--- config.mk ---
export PLATFORM = sky130hd
export DESIGN_NAME = pulse_cdc_toggle_tx_flat
export DESIGN_NICKNAME = d
export VERILOG_FILES = /design/src/rtl/pulse_cdc_toggle_tx_pkg.sv /design/src/rtl/pulse_cdc_toggle_tx_if.sv /design/src/rtl/pulse_cdc_toggle_tx_sync.sv /design/src/rtl/pulse_cdc_toggle_tx.sv /design/src/flat_wrapper.sv
export SDC_FILE = /design/constraint.sdc
export NUM_CORES = 1
export LEC_CHECK = 0
export CORE_AREA = 5 5 42 44
export DETAILED_ROUTE_END_ITERATION = 8
export DIE_AREA = 0 0 47 49
export GPL_TIMING_DRIVEN = 0
export PLACE_DENSITY = 0.75
export SLEW_MARGIN = 20
export SYNTH_ARGS = -nofsm -noshare
export SYNTH_HDL_FRONTEND = slang
export SYNTH_SLANG_ARGS = --single-unit
export TNS_END_PERCENT = 5
--- constraint.sdc ---
create_clock -name clk -period 3.7 [get_ports clk]
set_input_delay 0.555 -clock clk [delete_from_list [all_inputs] [get_ports clk]]
set_output_delay 0.555 -clock clk [all_outputs]
set_load 0.02 [all_outputs]
--- src/rtl/pulse_cdc_toggle_tx_pkg.sv ---
// Shared types and defaults for the toggle-based pulse CDC sender.
//   state_e        : sender FSM states
//   DEF_NUM_STAGES : default ack synchronizer depth
//   DEF_CNT_WIDTH  : default pending-event counter width
package pulse_cdc_pkg;

  typedef enum logic {
    IDLE     = 1'b0,
    WAIT_ACK = 1'b1
  } state_e;

  localparam int DEF_NUM_STAGES = 2;
  localparam int DEF_CNT_WIDTH  = 4;

endpackage

--- src/rtl/pulse_cdc_toggle_tx_if.sv ---
// Handshake bundle between the event source / destination loopback and the
// pulse CDC sender.
//   pulse_in     : source-domain event strobe (one event per high cycle)
//   ack_toggle   : destination's registered copy of the received toggle (async)
//   clr_overflow : synchronous clear of the sticky overflow flag
//   toggle_out   : toggle level sent to the destination synchronizer
//   busy         : a crossing is awaiting acknowledge
//   pending      : queued, not-yet-launched events
//   overflow     : sticky flag, an event was dropped
interface pulse_cdc_toggle_tx_if
  import pulse_cdc_pkg::*;
#(
  parameter int CNT_WIDTH = DEF_CNT_WIDTH
);

  logic                 pulse_in;
  logic                 ack_toggle;
  logic                 clr_overflow;
  logic                 toggle_out;
  logic                 busy;
  logic [CNT_WIDTH-1:0] pending;
  logic                 overflow;

  modport master (
    output pulse_in, ack_toggle, clr_overflow,
    input  toggle_out, busy, pending, overflow
  );

  modport slave (
    input  pulse_in, ack_toggle, clr_overflow,
    output toggle_out, busy, pending, overflow
  );

endinterface

--- src/rtl/pulse_cdc_toggle_tx_sync.sv ---
// cdc_bit_sync: multi-flop level synchronizer with async active-high reset.
//   clk  : destination clock of the synchronizer
//   rst  : asynchronous active-high reset, clears every stage
//   d_i  : asynchronous input level
//   q_o  : synchronized level (last stage)
// NUM_STAGES must be at least 2.
module cdc_bit_sync
  import pulse_cdc_pkg::*;
#(
  parameter int NUM_STAGES = DEF_NUM_STAGES
) (
  input  logic clk,
  input  logic rst,
  input  logic d_i,
  output logic q_o
);

  // Synchronizer chain must survive optimization and stay as discrete flops.
  (* keep = "true", dont_touch = "true", preserve = "true", async_reg = "true" *)
  logic [NUM_STAGES-1:0] sync_q;

  always_ff @(posedge clk or posedge rst) begin
    if (rst) begin
      sync_q <= '0;
    end else begin
      sync_q <= {sync_q[NUM_STAGES-2:0], d_i};
    end
  end

  assign q_o = sync_q[NUM_STAGES-1];

endmodule

--- src/rtl/pulse_cdc_toggle_tx.sv ---
// Source-domain sender for single-event clock-domain crossing. Each pulse_in
// high cycle is one event; events are launched one at a time as flips of
// toggle_out, and the next flip waits until the synchronized ack level matches.
// Events arriving during a crossing are queued in a saturating counter.
//   clk   : source-domain clock
//   reset : asynchronous active-high reset
//   bus   : handshake bundle (slave side), see pulse_cdc_toggle_tx_if
module pulse_cdc_toggle_tx
  import pulse_cdc_pkg::*;
#(
  parameter int NUM_STAGES = DEF_NUM_STAGES,
  parameter int CNT_WIDTH  = DEF_CNT_WIDTH
) (
  input  logic                   clk,
  input  logic                   reset,
  pulse_cdc_toggle_tx_if.slave   bus
);

  state_e               state_q;
  logic                 toggle_q;
  logic [CNT_WIDTH-1:0] pending_q, pending_d;
  logic                 overflow_q, overflow_d;
  logic                 ack_s;
  logic                 launch;
  logic [CNT_WIDTH:0]   pend_sum;

  cdc_bit_sync #(.NUM_STAGES(NUM_STAGES)) u_ack_sync (
    .clk (clk),
    .rst (reset),
    .d_i (bus.ack_toggle),
    .q_o (ack_s)
  );

  assign launch = (state_q == IDLE) && ((pending_q != '0) || bus.pulse_in);

  // Never underflows: launch implies pending!=0 or pulse_in. The carry bit
  // is set only when pending is full, a pulse arrives and nothing launches.
  assign pend_sum = {1'b0, pending_q}
                  + {{CNT_WIDTH{1'b0}}, bus.pulse_in}
                  - {{CNT_WIDTH{1'b0}}, launch};

  always_comb begin
    if (pend_sum[CNT_WIDTH]) begin
      pending_d  = pending_q;
      overflow_d = 1'b1;
    end else begin
      pending_d  = pend_sum[CNT_WIDTH-1:0];
      overflow_d = overflow_q & ~bus.clr_overflow;
    end
  end

  // Returning to IDLE never launches in the same cycle, so crossings are
  // always separated by at least one IDLE cycle.
  always_ff @(posedge clk or posedge reset) begin
    if (reset) begin
      state_q  <= IDLE;
      toggle_q <= 1'b0;
    end else begin
      case (state_q)
        IDLE: begin
          if (launch) begin
            toggle_q <= ~toggle_q;
            state_q  <= WAIT_ACK;
          end
        end
        WAIT_ACK: begin
          if (ack_s == toggle_q) begin
            state_q <= IDLE;
          end
        end
        default: state_q <= IDLE;
      endcase
    end
  end

  always_ff @(posedge clk or posedge reset) begin
    if (reset) begin
      pending_q  <= '0;
      overflow_q <= 1'b0;
    end else begin
      pending_q  <= pending_d;
      overflow_q <= overflow_d;
    end
  end

  assign bus.toggle_out = toggle_q;
  assign bus.busy       = (state_q == WAIT_ACK);
  assign bus.pending    = pending_q;
  assign bus.overflow   = overflow_q;

endmodule
--- src/flat_wrapper.sv ---
// flat-port wrapper written by rule: the top's interface ports become plain ports
module pulse_cdc_toggle_tx_flat import pulse_cdc_pkg::*;
#(
  parameter int NUM_STAGES = DEF_NUM_STAGES,
  parameter int CNT_WIDTH  = DEF_CNT_WIDTH
)
  (clk, reset, bus_pulse_in, bus_ack_toggle, bus_clr_overflow, bus_toggle_out, bus_busy, bus_pending, bus_overflow);
  pulse_cdc_toggle_tx_if #(.CNT_WIDTH(CNT_WIDTH)) bus_i ();
  input  logic clk;
  input  logic reset;
  input wire logic [$bits(bus_i.pulse_in)-1:0] bus_pulse_in;
  input wire logic [$bits(bus_i.ack_toggle)-1:0] bus_ack_toggle;
  input wire logic [$bits(bus_i.clr_overflow)-1:0] bus_clr_overflow;
  output wire logic [$bits(bus_i.toggle_out)-1:0] bus_toggle_out;
  output wire logic [$bits(bus_i.busy)-1:0] bus_busy;
  output wire logic [$bits(bus_i.pending)-1:0] bus_pending;
  output wire logic [$bits(bus_i.overflow)-1:0] bus_overflow;
  assign bus_i.pulse_in = bus_pulse_in;
  assign bus_i.ack_toggle = bus_ack_toggle;
  assign bus_i.clr_overflow = bus_clr_overflow;
  assign bus_toggle_out = bus_i.toggle_out;
  assign bus_busy = bus_i.busy;
  assign bus_pending = bus_i.pending;
  assign bus_overflow = bus_i.overflow;
  pulse_cdc_toggle_tx #(.NUM_STAGES(NUM_STAGES), .CNT_WIDTH(CNT_WIDTH)) u_core (.clk(clk), .reset(reset), .bus(bus_i));
endmodule
== Word-level counts from Yosys, hierarchy flattened ==
Cells that the tools add are included.

* Bitwise logic cells: 4
* Muxes and demuxes: 4
* Eq/ne operators: 1
* Reduce and logical (&&, ||, !) cells: 4
* Add/sub/neg operators: 2

{| class="wikitable"
|+ Operators with widths
! operator !! count
|-
| 4-bit by 1-bit adder with 5-bit output || 1
|-
| 5-bit by 1-bit subtractor with 5-bit output || 1
|-
| 4-bit nonzero test || 1
|-
| 1-bit two-way mux || 3
|-
| 1-bit NOT || 3
|-
| 1-bit one-hot mux with 2 select lines || 1
|-
| 2-bit AND reduction || 1
|-
| 1-bit bitwise AND || 1
|-
| 1-bit equality test || 1
|-
| 1-bit logical AND || 1
|-
| 1-bit logical OR || 1
|}

* Word-level logic and storage cells: 20
* Bits in registers: 9
* Output and inout bits: 7
* Input port bits: 5

== Longest topological paths before layout ==
* Depth in word-level cells: 5
* Depth in mapped cells: 12

== Hierarchy ==
A second synthesis with hierarchy kept.

* Cell total of the unflattened synthesis: 51
* Area total of the unflattened synthesis: 558.0 µm²

{| class="wikitable"
|+ By module, submodules not included
! module !! sequential area each (µm²) !! area an instance (µm²) !! cells each !! instances
|-
| pulse_cdc_toggle_tx || 175.2 || 496.7 || 47 || 1
|-
| cdc_bit_sync || 50.0 || 61.3 || 4 || 1
|}

== Worst setup path before layout ==
OpenSTA, ideal clock, no wires.

* Path type: register to register
* From: register u_core.pending_q[3] (netlist: u_core.bus.pending[3])
* To: register u_core.pending_q[0] (netlist: u_core.bus.pending[0])
* Stages on the path, launching flop included: 13
* Setup time: 128 ps
* Clock period less this slack: 2,912 ps
* Data arrival time: 2,784 ps
* Setup slack: 788 ps
* Cell sequence: dfrtp_1 inv_1 ha_1 nor4b_1 nor2_1 ha_1 inv_1 ha_1 fa_1 a21oi_2 o21bai_2 xnor2_2 mux2_1

* Word-level cells in the longest chain between the ends: 4
* Elaborated cells between the ends (all ways): 5
* Classes of those cells: add/sub: 2; reduce/logical: 3

{| class="wikitable"
|+ RTL lines
! item !! line !! RTL
|-
| start: declaration || pulse_cdc_toggle_tx.sv:21 || <nowiki>logic [CNT_WIDTH-1:0] pending_q, pending_d;</nowiki>
|-
| start signal: assignment || pulse_cdc_toggle_tx.sv:81 || <nowiki>pending_q <= pending_d;</nowiki>
|-
| parallel branches: the longest is 3 deep, another holds 4-bit by 1-bit adder with 5-bit output || - ||
|-
| 5-bit by 1-bit subtractor with 5-bit output * || pulse_cdc_toggle_tx.sv:40 || <nowiki>- {{CNT_WIDTH{1'b0}}, launch};</nowiki>
|}

Mark *: on every way between the ends.
A chain may end at the register's enable or synchronous reset.

== Worst setup path in the final report ==
* From: input port bus_pulse_in
* To: register u_core.pending_q[0] (netlist: u_core.bus.pending[0])

* Word-level cells in the longest chain between the ends: 3
* Elaborated cells between the ends (all ways): 4
* Classes of those cells: add/sub: 2; reduce/logical: 2

{| class="wikitable"
|+ RTL lines
! item !! line !! RTL
|-
| start: declaration || flat_wrapper.sv:11 || <nowiki>input wire logic [$bits(bus_i.pulse_in)-1:0] bus_pulse_in;</nowiki>
|-
| parallel branches: the longest is 2 deep, another holds 4-bit by 1-bit adder with 5-bit output || - ||
|-
| 5-bit by 1-bit subtractor with 5-bit output * || pulse_cdc_toggle_tx.sv:40 ||
|}

Marked as above.

==> key figures <==
Logic synthesis
  – Yosys Warn Count: 0
  – Synth cell types: 23
  – Post-synthesis average cell area: around 11 um^2
  – Cells after synthesis: 49
  – Syn Nets: 61
  – Mapped Area: about 550 um^2
  – #FFs+latches synth: 9
  – Seq/Total Area, Yosys: 0.412

Floorplanning
  – DIE WIDTH: about 47 um
  – Initial Utilization: 0.390
  – Rows: 14
  – Ports: 12
  – Core area: between 0.001 and 0.0015 mm^2
  – Full die area: roughly 0.0023 mm^2
  – Chip Height: 49 um

Critical path
  – Crit Path Class: primary input to flip-flop
  – Worst EP arrival: 3.24 ns
  – Worst path required time: 3.84 ns
  – Crit Path Max Fanout: 4
  – Crit end category: flip-flop
  – Startpoint class of the critical path: primary input

Clock network
  – H-tree depth: 1
  – Clock root cell: clkbuf_4
  – # clock sinks: 9
  – Total CTS buffers: 3
  – Clk_lat worst skew: 0.26 ns
  – CTS resizes: 0
  – CTS tree: done
  – Post-CTS Setup Bufs: 0
  – Maximum clock insertion buffer count: 2
  – CTS Hold Bufs: 0
  – Clk slew on worst S/H paths: 0.06 ns

Global routing
  – Vias in the first global route: 449
  – Initial antenna violation count: 0
  – Pin count of the biggest net entering global routing: 10
  – GRT Util Overall: 0.114
  – First-pass GRT wire length: 1.84 mm
  – Grt total ovfl: 0

Placement
  – HPWL Detailed: 780 um
  – Placement Setup Slack: about 0.29 ns
  – Placed insts: 76
  – Input/output buffers: 11
  – Gpl congestion: around 0.75

Detailed routing
  – Routed vias: 393
  – Router iterations before antenna repair: 4
  – DR iter-0 viols: 1
  – DRT Wirelength: 991 um
  – Post-DRT Antenna Nets: 0
  – DRC: 0
  – Drt wl/cell: roughly 12 um
  – Vias/cell: 4.91

Timing
  – Period utilization: 0.838
  – Clk_skew: roughly 0.0040 ns
  – Slew HR: 0.765
  – Tmin final: between 3 and 4 ns
  – Final Hold Fails: 0
  – Setup ws final: between 0.5 and 0.6 ns
  – Fmax: between 300 and 400 MHz
  – Worst-margin pin slew: 0.352 ns
  – RSZ-0062 raised after global routing: false
  – Setup TNS: 0 ns
  – Slew Limit Fails: 0
  – Final setup viols: 0

Cells and area
  – Syn-to-layout area delta: 28.6%
  – Most common cell after layout, fill and taps aside: clkdlybuf4s50_1
  – Highest-count cells in the layout ignoring fill and taps: clkdlybuf4s50_1, dfrtp_1, inv_1, ha_1
  – Fillcell total: about 140
  – Final non-filler cell total: 80
  – Layout cell share with drive strength beyond 1: 0.0938
  – Antenna diodes: 0
  – Post-Route Utilization: 0.502
  – Final #Nets: 77

Job
  – Max cap viols: 0

Min path
  – Hold/Removal Path Class: flip-flop to flip-flop

Outcome
  – Status: finished clean
[synthesized netlist by cell type]
cell type	count	area, um^2
a21o_1	3	22.5
a21oi_1	2	10.0
a21oi_2	1	8.76
a221o_1	1	10.0
a31o_1	1	8.76
a31oi_1	1	6.26
dfrtp_1	9	225
fa_1	1	20.0
ha_1	6	75.1
inv_1	8	30.0
mux2_1	2	22.5
mux2i_1	1	10.0
nand2b_1	1	6.26
nand3_1	1	5.00
nor2_1	2	7.51
nor2b_1	1	6.26
nor3_1	1	5.00
nor4b_1	1	8.76
o21ai_0	1	5.00
o21bai_2	1	11.3
xnor2_1	1	8.76
xnor2_2	1	16.3
xor2_1	2	17.5
[through the flow]
stage | hold WS [ns] | cell area (um^2)
after floorplan | 0.331 | 547
after CTS | 0.355 | 703
after global placement | 0.332 | 677
final | 0.354 | 703
after detailed placement | 0.346 | 677
after global routing | 0.378 | 703
[cell families after synthesis]
logic type | synth area share
compound gates | 0.151
simple gates | 0.0709
fa+ha+maj | 0.174
flops | 0.412
xor+xnor | 0.0778
mux | 0.0595
buf+inv | 0.0549
[layer usage]
layer / up-vias / global-route usage / part of all wire
li1: 198 / - / -
met1: 182 / 0.128 / 0.40
met2: 11 / 0.170 / 0.51
met3: 2 / 0.0369 / 0.060
met4: 0 / 0.0876 / 0.020
met5: - / 0 / 0
[worst max-delay path, cell delays in order]
cell and delay, ns:
clkdlybuf4s50_1 0.44, nor4b_1 0.26, nor2_1 0.12, ha_1 0.29, inv_1 0.04, ha_1 0.20, fa_1 0.46, a21oi_2 0.18
o21bai_2 0.09, xnor2_2 0.26, mux2_1 0.35
[layout make-up]
cell class              count  area, um^2  share of cell area
well taps                  16        20.0              0.0285
clock buffers               4        26.3              0.0374
repair buffers             11         110               0.157
flip-flops and latches      9         225               0.320
inverters                   8        30.0              0.0427
multi-input cells          32         292               0.415
[final timing paths]
kind	start	to	slack [ns]	cells after the start
setup / recovery	bus_pulse_in	u_core.bus.pending[0]	0.60	11
hold / removal	u_core.u_ack_sync.sync_q[0]	u_core.u_ack_sync.sync_q[1]	0.35	0
hold reg to reg	u_core.u_ack_sync.sync_q[0]	u_core.u_ack_sync.sync_q[1]	0.35	0
max in group asynchronous	reset	u_core.bus.busy	2.89	2
setup reg to reg	u_core.bus.pending[3]	u_core.bus.pending[0]	0.62	12
min in group asynchronous	reset	u_core.u_ack_sync.sync_q[1]	0.55	2
[flip-flops by register name, indices dropped and copies added (netlist names)]
name,flops
u_core.bus.busy,1
u_core.u_ack_sync.sync_q,2
u_core.bus.overflow,1
u_core.bus.pending,4
u_core.bus.toggle_out,1
Power is left out: the tool's default activity adds up to more than one toggle a clock period on the data nets, which glitch-free logic cannot reach.
